**config.mk**
```make
export PLATFORM = sky130hd
export DESIGN_NAME = video_timing_ctrl
export DESIGN_NICKNAME = d
export VERILOG_FILES = /design/src/rtl/video_timing_ctrl.sv
export SDC_FILE = /design/constraint.sdc
export NUM_CORES = 1
export LEC_CHECK = 0
export CAP_MARGIN = 20
export CORE_MARGIN = 1.5
export CORE_UTILIZATION = 50
export DETAILED_ROUTE_END_ITERATION = 16
export HOLD_SLACK_MARGIN = 0.03
export PLACE_DENSITY_LB_ADDON = 0.08
export SETUP_SLACK_MARGIN = 0.1
export SYNTH_ARGS = -nofsm -noshare
export SYNTH_HDL_FRONTEND = slang
export SYNTH_SLANG_ARGS = --single-unit
```
**constraint.sdc**
```tcl
create_clock -name rfr_clk -period 2.5 [get_ports rfr_clk]
set_clock_uncertainty 0.1 [all_clocks]
set_input_delay 0.5 -clock rfr_clk [delete_from_list [all_inputs] [get_ports rfr_clk]]
set_output_delay 0.5 -clock rfr_clk [all_outputs]
set_load 0.01 [all_outputs]
```
**src/rtl/video_timing_ctrl.sv**
```systemverilog
// video_timing_ctrl: raster timing generator for one display mode.
// Produces the pixel and line counters, the video_on blanking signal,
// hsync/vsync and the line/frame start pulses. Frames start and stop only on
// frame boundaries, following the level request on run.
// Optional feature: define VTC_FRAME_CNT_EN to add the 16-bit frame_cnt output.
//
// Handshake: run is a level request. While running=0, run=1 at a clock edge
// starts a frame on the next cycle. While running=1, run is looked at only on
// the last pixel of the last line: 1 starts another frame, 0 returns to idle.
module video_timing_ctrl #(
  parameter int H_ACTIVE = 1280,
  parameter int H_FP     = 48,
  parameter int H_SYNC   = 112,
  parameter int H_BP     = 248,
  parameter int V_ACTIVE = 1024,
  parameter int V_FP     = 1,
  parameter int V_SYNC   = 3,
  parameter int V_BP     = 38,
  parameter bit HS_POL   = 1'b1,
  parameter bit VS_POL   = 1'b1
) (
  input  logic        rfr_clk,
  input  logic        reset_n,
  input  logic        run,
  output logic        running,
  output logic [11:0] pixel_cnt,
  output logic [11:0] line_cnt,
  output logic        video_on,
  output logic        hsync,
  output logic        vsync,
  output logic        line_start,
  output logic        frame_start
`ifdef VTC_FRAME_CNT_EN
  , output logic [15:0] frame_cnt
`endif
);

  localparam int H_TOTAL = H_ACTIVE + H_FP + H_SYNC + H_BP;
  localparam int V_TOTAL = V_ACTIVE + V_FP + V_SYNC + V_BP;

  // 13-bit compare constants so a sync window ending exactly at 4096 still decodes.
  localparam logic [12:0] H_ACT_END  = 13'(H_ACTIVE);
  localparam logic [12:0] H_SYNC_BEG = 13'(H_ACTIVE + H_FP);
  localparam logic [12:0] H_SYNC_END = 13'(H_ACTIVE + H_FP + H_SYNC);
  localparam logic [12:0] V_ACT_END  = 13'(V_ACTIVE);
  localparam logic [12:0] V_SYNC_BEG = 13'(V_ACTIVE + V_FP);
  localparam logic [12:0] V_SYNC_END = 13'(V_ACTIVE + V_FP + V_SYNC);
  localparam logic [11:0] H_LAST     = 12'(H_TOTAL - 1);
  localparam logic [11:0] V_LAST     = 12'(V_TOTAL - 1);

  typedef enum logic {IDLE, ACTIVE} state_t;

  state_t      state_q, state_d;
  logic [11:0] pix_d, line_d;
  logic [12:0] pix_x, line_x;
  logic        vo_d, hs_d, vs_d, ls_d, fs_d, act_d;

  // Next state and next raster position; run only matters in IDLE and at frame end.
  always_comb begin
    state_d = state_q;
    pix_d   = pixel_cnt;
    line_d  = line_cnt;
    case (state_q)
      IDLE: begin
        pix_d  = '0;
        line_d = '0;
        if (run) state_d = ACTIVE;
      end
      ACTIVE: begin
        if (pixel_cnt == H_LAST) begin
          pix_d = '0;
          if (line_cnt == V_LAST) begin
            line_d = '0;
            if (!run) state_d = IDLE;
          end else begin
            line_d = line_cnt + 12'd1;
          end
        end else begin
          pix_d = pixel_cnt + 12'd1;
        end
      end
      default: state_d = IDLE;
    endcase
  end

  // Phase decode of the next position, so every registered output describes the same pixel.
  always_comb begin
    act_d  = (state_d == ACTIVE);
    pix_x  = {1'b0, pix_d};
    line_x = {1'b0, line_d};
    vo_d   = act_d && (pix_x < H_ACT_END) && (line_x < V_ACT_END);
    hs_d   = (act_d && (pix_x >= H_SYNC_BEG) && (pix_x < H_SYNC_END)) ? HS_POL : ~HS_POL;
    vs_d   = (act_d && (line_x >= V_SYNC_BEG) && (line_x < V_SYNC_END)) ? VS_POL : ~VS_POL;
    ls_d   = act_d && (pix_d == 12'd0);
    fs_d   = ls_d && (line_d == 12'd0);
  end

  // State, counters and all outputs registered together; reset applies mid-frame.
  always_ff @(posedge rfr_clk) begin
    if (!reset_n) begin
      state_q     <= IDLE;
      pixel_cnt   <= '0;
      line_cnt    <= '0;
      running     <= 1'b0;
      video_on    <= 1'b0;
      hsync       <= ~HS_POL;
      vsync       <= ~VS_POL;
      line_start  <= 1'b0;
      frame_start <= 1'b0;
    end else begin
      state_q     <= state_d;
      pixel_cnt   <= pix_d;
      line_cnt    <= line_d;
      running     <= act_d;
      video_on    <= vo_d;
      hsync       <= hs_d;
      vsync       <= vs_d;
      line_start  <= ls_d;
      frame_start <= fs_d;
    end
  end

`ifdef VTC_FRAME_CNT_EN
  // Frame counter steps in the same cycle frame_start is shown; wraps naturally.
  always_ff @(posedge rfr_clk) begin
    if (!reset_n) begin
      frame_cnt <= '0;
    end else if (fs_d) begin
      frame_cnt <= frame_cnt + 16'd1;
    end
  end
`endif

endmodule

```
# Yosys cells after proc, flatten, opt, wreduce, memory -nomap -nowiden
# Index checks and enable logic that the tools add are counted.
# W data, S select, Z words.
# word_totals
ff_bits	30
word_cells	40
in_bits	3
out_inout_bits	30
# op_classes
reduce_logical	10
n_addsub	2
bitwise_logic	1
n_eq_ne	2
order_cmp	6
n_mux	11
# op_table
cell	count
$lt A12 B11 Y1 const B	4
$pmux W12 S2	2
$mux W12	3
$add A12 B1 Y12 const B	2
$eq A12 B11 Y1 const B	2
$ge A12 B11 Y1 const B	2
$logic_not A12 Y1	2
$logic_and A1 B1 Y1	8
$mux W1	5
$pmux W1 S2	1
$not A1 Y1	1

# Depth between registers and ports, before layout
# Gate-level depths: netlist of run 1.
# depth
word_depth	8
depth_mapped	8
ltp_nobuf	8

# Worst setup path after synthesis of run 1
# Ideal clock, no wire load.
# synth_path
path_type	flip-flop to flip-flop
startpoint	register line_cnt[0]
endpoint	register frame_start
synth_period_minus_slack_ps	2327
path_buffers	0
path_stages_with_launch	8
t_arrival_ps	2127
path_slack_ps	173
required_time_ps	2300
setup_time_ps	100
path_cell_list	dfxtp_1 > ha_1 > nor4bb_1 > nand4_2 > o21ai_0 > o211a_1 > o221ai_2 > a2111oi_4
# synth_via
elab_chain_cells	6
word_cells_on_any_way	11
cone_classes	add/sub: 1; eq/ne: 1; mux: 6; reduce/logical: 3
# synth_lines
item	line_no	text
start: declaration	27	output logic [11:0] line_cnt,
start signal: assignment	113	line_cnt <= line_d;
$add A12 B1 Y12 / $eq A12 B11 Y1 (equally long branches)	76, 72	
$mux W12 / $mux W1 (equally long branches)	72	if (line_cnt == V_LAST) begin
$mux W12 / $mux W1 (equally long branches)	70	if (pixel_cnt == H_LAST) begin
$pmux W12 S2 / $pmux W1 S2 (equally long branches)	63	case (state_q)
$logic_not A12 Y1 / $logic_and A1 B1 Y1 (equally long branches)	95, 94	
$logic_and A1 B1 Y1 *	95	fs_d = ls_d && (line_d == 12'd0);
end signal: assignment	119	frame_start <= fs_d;
end: declaration	32	output logic frame_start
# Mark *: on every way between the ends. The rest lies on a longest branch, timed or not.
# A chain may end at the register's enable or synchronous reset.

# Worst setup path after layout of run 1
# layout_path
startpoint	register line_cnt[1]
endpoint	register frame_start
# The elaborated chain is that of the path after synthesis.

==> flow_summary.json, run 1 <==
{
  "yosys.area_share.simple_pct": 35.0,
  "fill_cells": 288,
  "clock_sinks": 30,
  "synthAdderAreaFrac_pct": 2.03,
  "max_stage_delay_ns": 0.40,
  "grt_max_degree": 13,
  "rows": 21,
  "finalSetupTns_ns": 0,
  "nets": 273,
  "reg2reg_slack_ns": 0.22,
  "synth_edf_count": 0,
  "synth_compound_area_share_pct": 16.9,
  "drt-initial-drc-count": 112,
  "outcome": "complete, no violations",
  "cp_data_arrival_time_ns": 2.37,
  "cp_max_fo": 8,
  "syn_nets": 225,
  "leakage_nw": 0.896,
  "hpwlAfterDp_mm": 3.50,
  "power.density_nw_per_um2": 389,
  "reg2reg_depth": 8,
  "htreeDepth": 2,
  "met2_usage_pct": 41.9,
  "vdd_drop_max_mv": 0.388,
  "core_area_sq_um": 3440,
  "clockRootBuffer": "clkbuf_8",
  "grt_pass1_wl_mm": 7.80,
  "hp-start": "line_cnt[1]$_SDFF_PN0_",
  "postCtsHoldBufs": 0,
  "rsz0062_at_grt": "no",
  "drt_first_pass_iters": 4,
  "synth_top_family_by_area": "simple AND/OR/NAND/NOR gates",
  "die_x_microns": 63.9,
  "io_buffer_count": 32,
  "max_slew_margin_pct": 65.6,
  "hold_viol": 0,
  "die-area_sq_um": 4080,
  "cp-end-kind": "register",
  "drv_cap": 0,
  "cts_buffers": 5,
  "synthArstFlopShare_pct": 0,
  "antenna_cells": 0,
  "gp_congestion": 0.935,
  "drt-total-wl_mm": 4.69,
  "reg2reg_from": "line_cnt[1]$_SDFF_PN0_",
  "yosys_most_used_dff": "dfxtp_1",
  "io_pins": 33,
  "syn_area_sq_um": 1850,
  "start_kind": "register",
  "yosysWarnings": 0,
  "finalMaxSlewViolations": 0,
  "top_usage_layer": "met2",
  "muxShareOfSynthArea_pct": 1.69,
  "drive_above_1_share_pct": 18.3,
  "crit_slowest_cell": "dfxtp_2",
  "r2r-end": "frame_start$_SDFF_PN0_",
  "num_vias": 1817,
  "die_height_microns": 63.9,
  "whs_path_depth": 2,
  "cts_tree": "yes",
  "clockBufferDepth": 2,
  "area_growth_pct": 33.0,
  "worstHoldEndpoint": "line_cnt[1]$_SDFF_PN0_",
  "hold_class": "register to register",
  "ys_ff_latch": 30,
  "grt.total_usage_pct": 24.3,
  "routedWlPerCell_microns": 14.9,
  "required_ns": 2.58,
  "clkLatencyLatePin_ns": 0.28,
  "clkTransAtPathRegs_ns": 0.06,
  "grtUsageMet3_pct": 5.28,
  "initial_utilization_pct": 53.8,
  "use_met1_pct": 28.9,
  "fin_crit_ns": 2.28,
  "p_total_mw": 0.960,
  "synthXorXnorAreaFrac_pct": 8.04,
  "period_share_pct": 91.3,
  "tightest_slew_ns": 0.511,
  "synth_cells": 219,
  "first_global_vias": 1685,
  "drc": 0,
  "setup_viol": 0,
  "path_class": "register to register",
  "via_per_inst": 5.79,
  "postSynthAreaPerCell_sq_um": 8.46,
  "antenna_found_initial": 0,
  "grt_overflow": 0,
  "synth_cell_types": 58,
  "ys_seq_area_share_pct": 32.4,
  "worstPathCellList": "inv_1, ha_1, nor4b_1, a41oi_1, o31a_1, a21bo_2, a21o_1, a2111oi_4",
  "ant_nets": 0,
  "fmax_mhz": 438
}
## how the worst max path moves through the flow
| stage | start | endpoint | cells past startpoint |
|---|---|---|---|
| 5_1_grt | line_cnt[0]$_SDFF_PN0_ | frame_start$_SDFF_PN0_ | 7 |
| 3_5_place_dp | line_cnt[1]$_SDFF_PN0_ | frame_start$_SDFF_PN0_ | 7 |
| 2_1_floorplan | line_cnt[0]$_SDFF_PN0_ | frame_start$_SDFF_PN0_ | 7 |
| 6_report | line_cnt[1]$_SDFF_PN0_ | frame_start$_SDFF_PN0_ | 8 |
| 3_3_place_gp | pixel_cnt[1]$_SDFF_PN0_ | frame_start$_SDFF_PN0_ | 7 |
| 4_1_cts | pixel_cnt[1]$_SDFF_PN0_ | frame_start$_SDFF_PN0_ | 7 |
## layout make-up
type | count | area, sq um | share of cell area [%]
Clock buffer | 7 | 86.3 | 3.50
Clock inverter | 1 | 5.00 | 0.203
Inverter | 7 | 26.3 | 1.07
Multi-Input combinational cell | 172 | 1220 | 49.5
Sequential cell | 30 | 606 | 24.6
Tap cell | 46 | 57.6 | 2.34
Timing Repair Buffer | 51 | 463 | 18.8
## cell usage in the layout, fill, tap and decap left out, types with 6 or more instances in the layout
master           instances
xnor2_1                 12
clkdlybuf4s50_1         32
nor3_1                   6
buf_4                   19
nand4_1                  9
nor2b_1                  7
dfxtp_1                 26
a21oi_1                  7
nand2_1                 14
nand3_1                 11
clkbuf_8                 6
nor2_1                  30
inv_1                    7
## timing repair
item,in CTS,in global routing
gates resized for setup,1,9
pin swaps,0,1
endpoints found under the setup margin,1,2
setup buffers,0,2
## metal layers
layer  share of wire (%)  wire length [microns]
met1                  41                   1940
met2                  50                   2360
met3                 5.4                    255
met4                 2.7                    128
met5                   0                      0
## state kept, by name, indices dropped and copies added (netlist names)
| signal | count |
|---|---|
| frame_start | 1 |
| hsync | 1 |
| line_cnt | 12 |
| line_start | 1 |
| pixel_cnt | 12 |
| state_q | 1 |
| video_on | 1 |
| vsync | 1 |
## through the flow
| stage | setup slack [ns] | cells | instance area (sq um) | hold WS (ns) | util [%] |
|---|---|---|---|---|---|
| floorplan | 0.173 | 219 | 1850 | 0.388 | - |
| global placement | 0.200 | 304 | 2310 | 0.443 | 67.2 |
| detailed placement | 0.0976 | 304 | 2310 | 0.449 | 67.2 |
| CTS | 0.108 | 312 | 2400 | 0.465 | 69.9 |
| global route | 0.116 | 314 | 2460 | 0.520 | 71.6 |
| finish | 0.218 | 314 | 2460 | 0.499 | 71.6 |
## report_power, final
group	switching (mW)	total (mW)	internal, mW
combinational	0.0355	0.0718	0.0363
sequential	0.00393	0.489	0.485
clock	0.178	0.399	0.222
## cell families (layout without fill, tap and decap cells)
family / Yosys count / after routing
multiplexers: 3 / 3
flip-flops: 30 / 30
XOR/XNOR: 17 / 17
adder cells (fa/ha/maj): 3 / 3
AND/OR/NAND/NOR: 111 / 111
AO/OA/AOI/OAI: 38 / 38
buffers and inverters: 17 / 66
## Yosys cell counts (2+ instances only)
master,number,area share (%)
nor2_1,30,6.1
o21ai_1,2,0.54
and2_1,2,0.68
and3b_1,2,0.95
a21o_1,2,0.81
nand4_1,9,3.0
and3_1,4,1.4
buf_2,5,1.4
a21oi_1,7,1.9
nor3_1,6,1.6
ha_1,3,2.0
o31a_1,2,0.95
o21ai_0,4,1.1
clkbuf_1,3,0.61
nand2_1,14,2.8
o21a_1,2,0.81
or3_1,3,1.0
mux2i_1,2,1.1
xor2_1,5,2.4
nor2b_1,7,2.4
nor4b_1,3,1.4
a41o_1,2,1.1
a211oi_1,3,1.2
nand3_1,11,3.0
nand4_2,2,1.4
inv_1,7,1.4
dfxtp_1,30,32
nor4_1,4,1.4
xnor2_1,12,5.7
o211ai_1,3,1.2
## critical path, delay by kind of cell (launching register included)
family / cells / cell delay [ns]
AOI/OAI and AO/OA: 5 / 1.28
adders and majority gates: 1 / 0.18
buffers and inverters: 1 / 0.06
DFF: 1 / 0.40
and+or+nand+nor: 1 / 0.15
No activity file was read; power rests on OpenSTA's default activity.
==> inputs of run 2 (changes only) <==
--- a/config.mk
+++ b/config.mk
@@ -6,9 +6,8 @@
 export NUM_CORES = 1
 export LEC_CHECK = 0
-export CAP_MARGIN = 20
+export CAP_MARGIN = 25
 export CORE_MARGIN = 1.5
 export CORE_UTILIZATION = 50
 export DETAILED_ROUTE_END_ITERATION = 16
-export HOLD_SLACK_MARGIN = 0.03
 export PLACE_DENSITY_LB_ADDON = 0.08
 export SETUP_SLACK_MARGIN = 0.1
--- a/constraint.sdc
+++ b/constraint.sdc
@@ -3,3 +3,3 @@
 set_input_delay 0.5 -clock rfr_clk [delete_from_list [all_inputs] [get_ports rfr_clk]]
 set_output_delay 0.5 -clock rfr_clk [all_outputs]
-set_load 0.01 [all_outputs]
+set_load 0.005 [all_outputs]
==> results of run 2 <==
The final DEF is identical to that of run 1. Status: complete, no violations.
Among the figures that moved: total power 0.960 mW -> 0.957 mW; worst IR drop on VDD 0.388 mV -> 0.387 mV
